## config.mk

```make
export PLATFORM = sky130hd
export DESIGN_NAME = fnd_scan_ctrl
export DESIGN_NICKNAME = d
export VERILOG_FILES = /design/src/rtl/fnd_pkg.sv /design/src/rtl/fnd_seg_decoder.sv /design/src/rtl/fnd_scan_ctrl.sv
export SDC_FILE = /design/constraint.sdc
export NUM_CORES = 1
export LEC_CHECK = 0
export ABC_AREA = 0
export BUFFER_PORTS_ARGS = -buffer_cell sky130_fd_sc_hd__buf_4
export CORE_MARGIN = 2
export CORE_UTILIZATION = 56
export CTS_CLUSTER_SIZE = 12
export DETAILED_ROUTE_END_ITERATION = 16
export PLACE_DENSITY = 0.82
export SLEW_MARGIN = 10
export SYNTH_ARGS = -nofsm -noshare
export SYNTH_HDL_FRONTEND = slang
export SYNTH_SLANG_ARGS = --single-unit
```

## constraint.sdc

```tcl
create_clock -name i_clk -period 2.3 [get_ports i_clk]
set_input_delay 0.345 -clock i_clk [delete_from_list [all_inputs] [get_ports i_clk]]
set_output_delay 0.345 -clock i_clk [all_outputs]
set_load 0.05 [all_outputs]
```

## src/rtl/fnd_pkg.sv

```systemverilog
// fnd_pkg: shared definitions for the FND scan controller.
//   SEG_OFF  - all segments dark (active-low)
//   HEX_SEG  - hex digit to active-low {g,f,e,d,c,b,a} pattern table
//   phase_t  - slot phase: BLANK (dead time) or DRIVE (digit lit)
package fnd_pkg;

  localparam logic [7:0] SEG_OFF = 8'hFF;

  // Index = hex value, entry = active-low {g,f,e,d,c,b,a}.
  localparam logic [6:0] HEX_SEG [16] = '{
    7'h40, 7'h79, 7'h24, 7'h30, 7'h19, 7'h12, 7'h02, 7'h78,
    7'h00, 7'h10, 7'h08, 7'h03, 7'h46, 7'h21, 7'h06, 7'h0E
  };

  typedef enum logic {
    BLANK = 1'b0,
    DRIVE = 1'b1
  } phase_t;

endpackage

```

## src/rtl/fnd_seg_decoder.sv

```systemverilog
// fnd_seg_decoder: combinational hex nibble to 7-segment decoder.
//   nibble in  4  hex value 0..F
//   seg    out 7  active-low {g,f,e,d,c,b,a}
module fnd_seg_decoder
  import fnd_pkg::*;
(
  input  logic [3:0] nibble,
  output logic [6:0] seg
);

  assign seg = HEX_SEG[nibble];

endmodule

```

## src/rtl/fnd_scan_ctrl.sv

```systemverilog
// fnd_scan_ctrl: multiplexed scan controller for common-anode FND modules.
// Scans DIGITS digits, SCAN_DIV cycles per slot, with BLANK_CYCLES of dead
// time at the start of every slot. Display data is snapshotted once per frame
// so a frame never mixes old and new values.
//
// Parameters: DIGITS (2..8), SCAN_DIV (>=4), BLANK_CYCLES (1..SCAN_DIV-2)
// Ports:
//   i_clk         in   system clock, rising edge
//   i_reset       in   synchronous active-high reset (wins over i_en)
//   i_en          in   scan enable; low blanks display and restarts the scan
//   i_value       in   4*DIGITS  hex nibble per digit, digit 0 = LSBs
//   i_dp          in   DIGITS    decimal point request per digit
//   o_digit       out  DIGITS    active-low one-cold digit select
//   o_seg         out  8         active-low {dp,g,f,e,d,c,b,a}
//   o_frame_tick  out  1         one-cycle pulse at each frame start
//
// Build option: define FND_LEADING_ZERO_BLANK_EN to suppress leading zero
// digits (digit 0 is always shown).
module fnd_scan_ctrl
  import fnd_pkg::*;
#(
  parameter int DIGITS       = 4,
  parameter int SCAN_DIV     = 100000,
  parameter int BLANK_CYCLES = 1000
) (
  input  logic                  i_clk,
  input  logic                  i_reset,
  input  logic                  i_en,
  input  logic [4*DIGITS-1:0]   i_value,
  input  logic [DIGITS-1:0]     i_dp,
  output logic [DIGITS-1:0]     o_digit,
  output logic [7:0]            o_seg,
  output logic                  o_frame_tick
);

  localparam int CNT_W = $clog2(SCAN_DIV);
  localparam int IDX_W = $clog2(DIGITS);

  localparam logic [CNT_W-1:0]  CNT_LAST   = CNT_W'(SCAN_DIV - 1);
  localparam logic [CNT_W-1:0]  BLANK_LAST = CNT_W'(BLANK_CYCLES - 1);
  localparam logic [IDX_W-1:0]  IDX_LAST   = IDX_W'(DIGITS - 1);
  localparam logic [DIGITS-1:0] DIG_ONE    = DIGITS'(1);

  logic [CNT_W-1:0]    cnt_reg;
  logic [IDX_W-1:0]    idx_reg;
  phase_t              phase_reg;
  logic [4*DIGITS-1:0] value_snap_reg;
  logic [DIGITS-1:0]   dp_snap_reg;
  logic [DIGITS-1:0]   digit_reg;
  logic [7:0]          seg_reg;
  logic                tick_reg;

  logic                frame_start;
  logic                slot_end;
  logic                blank_end;
  logic [3:0]          cur_nibble;
  logic [6:0]          cur_seg7;
  logic                digit_suppressed;

  // The first cycle of slot 0 is the frame start. While disabled the counters
  // sit at zero, so the first enabled cycle is a frame start too.
  assign frame_start = (cnt_reg == '0) && (idx_reg == '0);
  assign slot_end    = (cnt_reg == CNT_LAST);
  assign blank_end   = (cnt_reg == BLANK_LAST);
  assign cur_nibble  = value_snap_reg[{idx_reg, 2'b00} +: 4];

  fnd_seg_decoder u_seg_decoder (
    .nibble (cur_nibble),
    .seg    (cur_seg7)
  );

`ifdef FND_LEADING_ZERO_BLANK_EN
  // lz_mask[k]: nibble k and every nibble above it are zero.
  logic [DIGITS-1:0] lz_mask;

  generate
    for (genvar gi = 0; gi < DIGITS; gi++) begin : g_lz
      if (gi == 0) begin : g_first
        assign lz_mask[gi] = 1'b0;
      end else begin : g_upper
        assign lz_mask[gi] = (value_snap_reg[4*DIGITS-1:4*gi] == '0);
      end
    end
  endgenerate

  assign digit_suppressed = lz_mask[idx_reg];
`else
  assign digit_suppressed = 1'b0;
`endif

  always_ff @(posedge i_clk) begin
    if (i_reset) begin
      cnt_reg        <= '0;
      idx_reg        <= '0;
      phase_reg      <= BLANK;
      value_snap_reg <= '0;
      dp_snap_reg    <= '0;
      digit_reg      <= '1;
      seg_reg        <= SEG_OFF;
      tick_reg       <= 1'b0;
    end else if (!i_en) begin
      // Park at the start of digit 0; snapshots are refreshed on re-enable.
      cnt_reg   <= '0;
      idx_reg   <= '0;
      phase_reg <= BLANK;
      digit_reg <= '1;
      seg_reg   <= SEG_OFF;
      tick_reg  <= 1'b0;
    end else begin
      tick_reg <= frame_start;
      if (frame_start) begin
        value_snap_reg <= i_value;
        dp_snap_reg    <= i_dp;
      end

      if (slot_end) begin
        cnt_reg <= '0;
        idx_reg <= (idx_reg == IDX_LAST) ? '0 : idx_reg + IDX_W'(1);
      end else begin
        cnt_reg <= cnt_reg + CNT_W'(1);
      end

      case (phase_reg)
        BLANK:   if (blank_end) phase_reg <= DRIVE;
        DRIVE:   if (slot_end)  phase_reg <= BLANK;
        default: phase_reg <= BLANK;
      endcase

      // Outputs follow the current phase one cycle later.
      if ((phase_reg == DRIVE) && !digit_suppressed) begin
        digit_reg <= ~(DIG_ONE << idx_reg);
        seg_reg   <= {~dp_snap_reg[idx_reg], cur_seg7};
      end else begin
        digit_reg <= '1;
        seg_reg   <= SEG_OFF;
      end
    end
  end

  assign o_digit      = digit_reg;
  assign o_seg        = seg_reg;
  assign o_frame_tick = tick_reg;

endmodule

```

==> flow_metrics.py <==
metrics = {
    "detailed_routing": {
        "via_per_inst": 5.81,
        "drc": 0,
        "drtIter0Drc": 166,
        "wire_per_inst_um": 14.6,
        "routed_wl_um": 5180,
        "num_vias": 2067,
        "ant_nets": 0,
        "first_pass_iters": 7,
    },
    "power": {
        "finalPower_uw": 1630,
        "peakVddDrop_uv": 374,
        "switching_share_pct": 24.5,
        "p_switching_uw": 399,
        "power_density_nw_per_um2": 573,
        "internal_power_uw": 1230,
        "pwr-share-seq_pct": 58.6,
        "p_comb_share_pct": 9.5,
        "clkPwrFrac_pct": 31.9,
        "leakage_uw": 0.00104,
    },
    "finish": {
        "area_delta_synth_final_pct": 15.5,
        "final_core_util_pct": 66.1,
        "design_area_sq_um": 2840,
        "diodes": 0,
        "largest_reg_flops": 17,
        "drive_above_1_share_pct": 18.8,
        "final_nets": 338,
    },
    "logic_synthesis": {
        "syn_area_sq_um": 2460,
        "synth_top_area_share_pct": 43.2,
        "netlist_top_cells_area": "dfxtp_1 (43%), ha_1 (6.1%), a21oi_1 (5.9%)",
        "ys_warn_count": 0,
        "synth_edf_count": 0,
        "syn_inst": 273,
        "syn_avg_cell_area_sq_um": 9.00,
        "synth-seq-area-share_pct": 43.2,
        "synth_seq_cells": 53,
        "synth.distinct_cells": 42,
        "synthArstFlopShare_pct": 0,
        "synth_most_common_cell": "dfxtp_1",
        "synthTopCellsByCount": "dfxtp_1 (53), a21oi_1 (29), nand3_1 (28)",
        "syn-num-nets": 308,
        "yosys.area.top_type": "dfxtp_1",
        "synth_ff_type": "dfxtp_1",
    },
    "floorplan": {
        "coreArea_sq_um": 4290,
        "core.rowCount": 24,
        "die-area_sq_um": 4930,
        "die_height_um": 70.2,
        "fp.dieW_um": 70.2,
        "pin_count": 36,
        "initial_core_util_pct": 57.2,
    },
    "timing": {
        "fin_skew_ps": 12.0,
        "hold_viol_final": 0,
        "setup_viol": 0,
        "worst_slew_pin_slew_ps": 709,
        "slew_viol_final": 0,
        "relSlewSlack_pct": 52.7,
        "setup_slack_ps": 157,
        "finalCritPeriodShare_pct": 93.2,
        "tns_ps": 0,
        "rsz0062_at_grt": "false",
        "min_period_ps": 2140,
        "fmax_mhz": 467,
    },
    "clock_network": {
        "clockRootBuffer": "clkbuf_8",
        "cts.sinks": 53,
        "insertion_delay_ps": 310,
        "post_cts_buffers": 0,
        "cts.htree.levels": 2,
        "cts_buffer_depth": 2,
        "cts_made_buffers": 5,
        "cts_tree": "done",
        "cts_hold_buf": 0,
        "ctsResizeCount": 0,
        "path_clk_slew_ps": 100,
    },
    "job": {
        "cap_violations": 0,
    },
    "global_route": {
        "antenna_found_initial": 0,
        "grt_max_degree": 24,
        "grt_pass1_wl_um": 8760,
        "gr-total-overflow": 0,
        "grt_pass1_vias": 1884,
        "track_usage_pct": 22.0,
    },
    "worst_setup_path": {
        "slowest_delay_ps": 680,
        "cp_slowest_cell": "and4bb_1",
        "crit_type": "reg2reg",
        "required_ps": 2540,
        "crit_path_start_kind": "register",
        "r2r_cells": 7,
        "end_kind": "register",
        "cp_cell_sequence": "buf_4 -> inv_1 -> ha_1 -> and2_1 -> and4bb_1 -> nand3_1 -> a21oi_1",
        "path_max_fanout": 20,
        "arrival_ps": 2390,
    },
    "placed_design": {
        "place_area_sq_um": 2750,
        "pre_cts_ws_ps": 195,
        "globalplace.congestion": 0.827,
        "hpwl_um": 3660,
        "port_buffers": 35,
    },
    "min_path": {
        "hp-class": "in2reg",
        "hold_depth": 3,
    },
    "run_status": {
        "status": "finished, final reports clean",
    },
}
## per-layer routing
metal	up-vias	routed length (um)	global-route usage, %
li1	1034	-	-
met1	975	2430	30.0
met2	58	2490	35.7
met3	0	266	5.05
met4	0	0	4.49
met5	-	0	0
## power groups by stage
| stage | combinational, uW | clock [uW] | sequential (uW) |
|---|---|---|---|
| finish | 154 | 518 | 954 |
| global route | 171 | 563 | 956 |
| CTS | 154 | 529 | 953 |
| detailed placement | 153 | 0 | 974 |
| global placement | 147 | 0 | 974 |
| floorplan | 96.6 | 0 | 974 |
## per-stage QoR
step	cells	hold WS (ps)
final	356	290
after detailed placement	348	454
after floorplan	273	424
after global routing	356	290
after global placement	348	443
after CTS	356	287
## cell usage in the layout, fill, tap and decap left out, types with 4 or more instances in the layout
master	instances
xor2_1	9
nand2_1	13
ha_1	12
a21oi_1	29
and3_1	4
o21ai_0	26
or3_1	4
nand3_1	28
clkbuf_8	5
nor2_1	16
nand4_1	5
inv_1	10
buf_4	40
dfxtp_1	53
mux4_2	5
## cell type report
class,instances,area (sq um)
Timing Repair Buffer,40,300
Inverter,10,37.5
Fill cell,371,1460
Clock buffer,6,72.6
Sequential cell,53,1060
Clock inverter,2,15.0
Tap cell,52,65.1
Multi-Input combinational cell,193,1290
## worst max-delay path, delay by kind of cell, from the launching register on
family | cells | cell delay [ps]
simple gates | 3 | 1030
flops | 1 | 420
buf+inv | 2 | 280
compound gates | 1 | 190
fa+ha+maj | 1 | 160
## final timing paths
check | startpoint | end | slack (ps)
max reg2reg | idx_reg[0] | value_snap_reg[15] | 160
min | i_value[8] | value_snap_reg[8] | 290
max | idx_reg[0] | value_snap_reg[15] | 160
min reg2reg | cnt_reg[0] | cnt_reg[0] | 470
## logic make-up after synthesis
logic type	after synthesis	synth area share, %
simple gates	95	21.8
compound gates	68	15.1
flops	53	43.2
buf+inv	27	4.43
fa+ha+maj	12	6.11
xor+xnor	11	3.92
mux	7	5.45
Power figures use the tool's default switching activity.
